### src/rtl/result_demux.sv
// result_demux: buffered 1-to-2 result router.
// Results enter tagged with a destination select, wait in an in-order FIFO,
// and the head word is offered to exactly one of two consumers. Strict
// order is kept across both outputs, so a stalled head blocks the other
// output (this preserves writeback order).
module result_demux #(
  parameter int DEPTH = 4,
  parameter int CNT_W = 16
) (
  input  logic                     clk,
  input  logic                     rst_n,
  input  logic                     in_valid,
  output logic                     in_ready,
  input  logic [31:0]              in_data,
  input  logic                     in_sel,
  output logic                     out0_valid,
  input  logic                     out0_ready,
  output logic [31:0]              out0_data,
  output logic                     out1_valid,
  input  logic                     out1_ready,
  output logic [31:0]              out1_data,
  output logic [$clog2(DEPTH):0]   level,
  output logic [CNT_W-1:0]         cnt0,
  output logic [CNT_W-1:0]         cnt1
);

  localparam int PTR_W = $clog2(DEPTH);
  localparam int LVL_W = PTR_W + 1;
  localparam logic [LVL_W-1:0] FULL_LVL = LVL_W'(DEPTH);

  typedef struct packed {
    logic        sel;
    logic [31:0] data;
  } entry_t;

  entry_t           mem [DEPTH];
  logic [PTR_W-1:0] wr_ptr;
  logic [PTR_W-1:0] rd_ptr;
  entry_t           head;
  logic             not_empty;
  logic             push;
  logic             pop0;
  logic             pop1;
  logic             pop;

  // Handshake decode and head presentation; depends only on registered
  // state plus the consumer readies, so there is no in->out path.
  always_comb begin
    in_ready   = (level != FULL_LVL);
    not_empty  = (level != '0);
    head       = mem[rd_ptr];
    push       = in_valid && in_ready;
    out0_valid = not_empty && !head.sel;
    out1_valid = not_empty && head.sel;
    out0_data  = not_empty ? head.data : '0;
    out1_data  = not_empty ? head.data : '0;
    pop0       = out0_valid && out0_ready;
    pop1       = out1_valid && out1_ready;
    pop        = pop0 || pop1;
  end

  // Storage array; contents are don't-care until written, so no reset.
  always_ff @(posedge clk) begin
    if (push) begin
      mem[wr_ptr] <= '{sel: in_sel, data: in_data};
    end
  end

  // Pointers and occupancy; pointers wrap naturally because DEPTH is a
  // power of two. Simultaneous push and pop leaves the level unchanged.
  always_ff @(posedge clk or negedge rst_n) begin
    if (!rst_n) begin
      wr_ptr <= '0;
      rd_ptr <= '0;
      level  <= '0;
    end else begin
      if (push) begin
        wr_ptr <= wr_ptr + PTR_W'(1);
      end
      if (pop) begin
        rd_ptr <= rd_ptr + PTR_W'(1);
      end
      case ({push, pop})
        2'b10:   level <= level + LVL_W'(1);
        2'b01:   level <= level - LVL_W'(1);
        default: level <= level;
      endcase
    end
  end

  // Per-output delivery counters; wrap silently at 2^CNT_W.
  always_ff @(posedge clk or negedge rst_n) begin
    if (!rst_n) begin
      cnt0 <= '0;
      cnt1 <= '0;
    end else begin
      if (pop0) begin
        cnt0 <= cnt0 + CNT_W'(1);
      end
      if (pop1) begin
        cnt1 <= cnt1 + CNT_W'(1);
      end
    end
  end

endmodule
### config.mk
export PLATFORM = sky130hd
export DESIGN_NAME = result_demux
export DESIGN_NICKNAME = d
export VERILOG_FILES = /design/src/rtl/result_demux.sv
export SDC_FILE = /design/constraint.sdc
export NUM_CORES = 1
export LEC_CHECK = 0
export BUFFER_PORTS_ARGS = -buffer_cell sky130_fd_sc_hd__buf_2
export CAP_MARGIN = 20
export CORE_MARGIN = 8
export CORE_UTILIZATION = 45
export CTS_CLUSTER_DIAMETER = 200
export DETAILED_ROUTE_END_ITERATION = 8
export GPL_ROUTABILITY_DRIVEN = 0
export PLACE_DENSITY = 0.67
export SYNTH_ARGS = -nofsm -noshare
export SYNTH_HDL_FRONTEND = slang
export SYNTH_SLANG_ARGS = --single-unit
### constraint.sdc
create_clock -name clk -period 2.9 [get_ports clk]
set_input_delay 0.58 -clock clk [delete_from_list [all_inputs] [get_ports clk]]
set_output_delay 0.58 -clock clk [all_outputs]
set_load 0.05 [all_outputs]
Word level (Yosys, flattened, before mapping)

Memories as Yosys holds them, arrays and structs flattened.
Cells that the tools add are included.

ROM bits: 0
Bits in writable memories: 132
Bits in latches: 0
Register bits after elaboration: 39
Memories kept: 1

Memory list:

| name | words | width | rd ports | clocked after Yosys merged registers in | wr ports | RTL line | RTL |
|---|---|---|---|---|---|---|---|
| mem  | 4     | 33    | 1        | 0                                       | 1        | 36       | `entry_t mem [DEPTH];` |

Reductions and logical operators: 9
Multiplexer cells: 4
Eq/ne operators: 3
$add $sub $neg: 6
Shift-type cells: 0
$lt $le $gt $ge: 0
Bitwise logic cells: 0
Divide/modulo/power cells: 0
Multiply operators: 0

Operator list:

| cell                                                                  | count |
|---|---|
| 16-bit by 1-bit adder with 16-bit output, second input constant       | 2 |
| 32-bit 2-to-1 mux                                                     | 1 |
| 3-bit one-hot mux with 2 select lines                                 | 1 |
| 1-bit logical AND                                                     | 5 |
| 2-bit by 1-bit adder with 2-bit output, second input constant         | 2 |
| 3-bit by 1-bit adder with 3-bit output, second input constant         | 1 |
| 3-bit != test, second input constant                                  | 1 |
| 3-bit nonzero test                                                    | 1 |
| 3-bit by 1-bit subtractor with 3-bit output, second input constant    | 1 |
| 2-bit by 1-bit equality test with 1-bit output, second input constant | 1 |
| 2-bit equality test, second input constant                            | 1 |
| 1-bit 2-to-1 mux                                                      | 2 |
| 2-bit nonzero test                                                    | 1 |
| 1-bit zero test                                                       | 1 |
| 1-bit logical OR                                                      | 1 |

Longest topological paths before layout

An unclocked memory read counts as a cell.

Depth in word-level cells: 7
Depth in mapped cells: 11
Depth with buffers taken out: 10

Worst setup path after synthesis

Ideal clock, no wire load.

Kind: register to register
Start: register level[2]
End: register level[2]
Data arrival time: 2.682 ns
Setup slack: 0.136 ns
Stages on the path, launching flop included: 10
Data required time: 2.818 ns
Setup time: 0.082 ns
Path buffers: 0
Clock period less this slack: 2.764 ns
Cell sequence: dfrtp_1 > nand3_1 > and2_1 > inv_1 > ha_1 > inv_1 > fa_1 > xor2_1 > nor2_1 > xor2_1

Elaborated cells on any way between the ends: 14
Classes of those cells: 2 x add/sub; 3 x eq/ne; 1 x mux; 8 x reduce/logical

RTL lines:

| element                                                                               | RTL line | RTL |
|---|---|---|
| start, declared                                                                       | 22       | `output logic [$clog2(DEPTH):0] level,` |
| start signal, assigned                                                                | 84       | `2'b10: level <= level + LVL_W'(1);` |
| start signal, assigned                                                                | 85       | `2'b01: level <= level - LVL_W'(1);` |
| start signal, assigned                                                                | 86       | `default: level <= level;` |
| 3-bit != test (*)                                                                     | 49       | `in_ready = (level != FULL_LVL);` |
| net in_ready                                                                          | 13       | `output logic in_ready,` |
| 1-bit logical AND (*)                                                                 | 52       | `push = in_valid && in_ready;` |
| 2-bit by 1-bit equality test with 1-bit output or 2-bit equality test (tied branches) | 83       | `case ({push, pop})` |
| 3-bit one-hot mux with 2 select lines or 2-bit nonzero test (tied branches)           | --       |  |

The timed path passes the listed nets; every way through them passes the cells marked *.
A chain may end at the register's enable or synchronous reset.

Worst setup path in the final report

Start: register rd_ptr[0]
End: output out1_data[20]

Longest elaborated chain between the ends: 2

RTL lines:

| element                | RTL line | RTL |
|---|---|---|
| start, declared        | 38       | `logic [PTR_W-1:0] rd_ptr;` |
| start signal, assigned | 81       | `rd_ptr <= rd_ptr + PTR_W'(1);` |
| memory 4 x 33 bit      | --       |  |
| 32-bit 2-to-1 mux      | 56       | `out1_data = not_empty ? head.data : '0;` |
| end, declared          | 21       | `output logic [31:0] out1_data,` |

No other way between the ends.

==> results.py <==
metrics = {
    "clock_tree": {
        "insertion_delay_ps": 420,
        "htree_levels": 4,
        "cts_buffers": 17,
        "cts_tree": "built",
        "cts-root-buf": "clkbuf_16",
        "clockBufferDepth": 2,
        "clk_pin_slew_ps": 70,
        "clock-sinks": 171,
        "cts_hold_buf": 0,
        "ctsResizeCount": 0,
        "cts_setup_buffers": 0,
    },
    "grt": {
        "globalRoute.totalOverflow": 0,
        "grt_pass1_wl_um": 22390,
        "grt_usage_pct": 14.73,
        "grt_antenna_before_repair": 3,
        "grt_pass1_vias": 4169,
        "grt_max_degree": 40,
    },
    "routing": {
        "wirelength_um": 14180,
        "wl_met1_um": 6104,
        "vias": 3837,
        "wl_met3_um": 826,
        "avgViaCountPerCell": 5.035,
        "ant_nets": 0,
        "wl_met2_um": 6999,
        "post_drt_wl_per_cell_um": 18.61,
        "drc": 0,
        "drt_iter0_markers": 174,
        "topRoutingLayerUsed": "met5",
        "first_pass_iters": 5,
    },
    "worst_setup_path": {
        "worstPathMaxFanout": 20,
        "start_kind": "flip-flop",
        "crit_buf_inv": 2,
        "cpLargestDelayFamily": "buffers and inverters",
        "worst_ep_arrival_time_ps": 2170,
        "critPathMaxStageDelay_ps": 550,
        "end_kind": "output port",
        "critPathRequiredTime_ps": 2320,
        "path_cells": "buf_4, mux4_2, and2_1, buf_2",
        "cpMaxStageDelayCell": "mux4_2",
        "path_class": "flip-flop to output port",
    },
    "sta": {
        "timing.setup.tns_ps": 0,
        "timing.final.crit_share_pct": 94.85,
        "rsz0062_at_grt": "no",
        "min_period_ps": 2751,
        "max_slew.worst_pin.slew_ps": 909.6,
        "finalSetupViolations": 0,
        "relSlewSlack_pct": 39.36,
        "finClkSkew_ps": 6.271,
        "drv_slew": 0,
        "hold_viol_final": 0,
        "fmax_mhz": 363.6,
        "hold_ws_ps": 288.9,
    },
    "floorplanning": {
        "start_util_pct": 45.51,
        "die_x_um": 141.8,
        "std_cell_rows": 46,
        "core_mm2": 0.01566,
        "io_pins": 140,
        "dieArea_mm2": 0.02011,
        "die_y_um": 141.8,
    },
    "worst_hold_path": {
        "hold_class": "input port to async pin",
    },
    "yosys": {
        "synthArstFlopShare_pct": 22.81,
        "ys_seq_area_share_pct": 69.34,
        "syn-num-nets": 453,
        "synthCells": 407,
        "yosysWarnings": 0,
        "avgSynthCellArea_um2": 17.50,
        "synth_seq_cells": 171,
        "ys.flop_type": "edfxtp_1",
        "ys_types": 31,
        "syn-cell-area_mm2": 0.007124,
        "synth_edf_count": 132,
    },
    "cells_and_area": {
        "layout-drive-gt1-share_pct": 42.12,
        "stdcell_area_mm2": 0.008477,
        "fin_nets": 579,
        "fill_cells": 1273,
        "diodes": 0,
        "area_growth_pct": 18.98,
    },
    "flow_run": {
        "maxCapViolCount": 0,
    },
    "placed_design": {
        "hpwl_um": 9762,
        "portBuffers": 139,
        "placed_area_mm2": 0.007889,
    },
    "outcome": {
        "status": "complete, no violations",
    },
}
## cell usage in the layout (no fill, tap or decap), types with 2 or more instances in the layout
master and instances:
and2_1 35, and3_1 3, and3_2 4, and4_1 6, buf_2 139, buf_4 14, bufinv_16 2, clkbuf_16 17
clkinv_2 2, clkinv_4 3, dfrtp_1 37, dfrtp_2 2, edfxtp_1 132, ha_1 7, inv_1 10, inv_6 5
mux2_2 2, mux2i_1 2, mux4_2 33, nand2_1 13, nand3_1 12, nand4_1 5, nor2_1 5, nor3_1 6
nor4_1 3, nor4_4 2, xnor2_1 21, xor2_1 14
## cells in the mapped netlist (2+ instances only)
cell type | instances | share of area (%)
and2_1 | 35 | 3.1
and3_1 | 7 | 0.61
and4_1 | 6 | 0.74
buf_2 | 4 | 0.28
buf_4 | 32 | 3.4
buf_6 | 2 | 0.32
clkbuf_1 | 7 | 0.37
dfrtp_1 | 39 | 14
edfxtp_1 | 132 | 56
ha_1 | 7 | 1.2
inv_1 | 10 | 0.53
mux2_2 | 2 | 0.32
mux2i_1 | 2 | 0.28
mux4_2 | 33 | 10
nand2_1 | 13 | 0.68
nand3_1 | 12 | 0.84
nand4_1 | 5 | 0.44
nor2_1 | 5 | 0.26
nor3_1 | 6 | 0.42
nor4_1 | 3 | 0.26
nor4_4 | 2 | 0.60
xnor2_1 | 21 | 2.6
xor2_1 | 14 | 1.7
## worst paths after layout
check,depth (start not counted),slack (ps),endpoint,startpoint
worst max-delay path,4,150,out1_data[20],rd_ptr[0]
worst min-delay path,1,290,cnt1[5],rst_n
worst max register to register,9,510,level[2],rd_ptr[0]
worst min register to register,1,460,cnt1[15],cnt1[15]
max in group asynchronous,1,1990,rd_ptr[0],rst_n
min in group clk,1,370,mem[0][17],in_data[17]
## logic make-up after synthesis
logic type,count (synthesis),share of synthesized area [%]
flip-flops,171,69.34
XOR/XNOR,35,4.303
buffers and inverters,56,4.935
multiplexers,38,11.24
adder cells (fa/ha/maj),8,1.510
AO/OA/AOI/OAI,2,0.1756
AND/OR/NAND/NOR,97,8.500
## metrics by stage
stage / std cells / util [%] / setup WS, ps
2_1_floorplan: 407 / - / 136.0
3_3_place_gp: 730 / 50.39 / 576.0
3_5_place_dp: 730 / 50.39 / 513.1
4_1_cts: 762 / 54.15 / 91.20
5_1_grt: 762 / 54.15 / 7.432
6_report: 762 / 54.15 / 149.3
## layer usage
layer  vias to the layer above  GRT usage, %
met3                        22         4.570
li1                       1752             -
met5                         -             0
met1                      1944         17.57
met2                       113         24.41
met4                         6         6.049
## cell type report
class / instances / area (um2) / share of cell area [%]
well taps: 216 / 270.3 / 3.188
flip-flops and latches: 171 / 4942 / 58.30
inverters: 10 / 37.54 / 0.4428
multi-input cells: 180 / 1838 / 21.68
clock buffers: 17 / 425.4 / 5.018
clock inverters: 15 / 162.7 / 1.919
repair buffers: 153 / 800.8 / 9.446
## state kept, by name, summed over array words and instances, names as in the netlist
| signal | cells |
|---|---|
| mem | 132 |
| cnt0 | 16 |
| cnt1 | 16 |
| level | 3 |
| rd_ptr | 2 |
| wr_ptr | 2 |
Power is not shown: default switching activity piles up to over one toggle a cycle in this logic, so the estimate is an artifact.
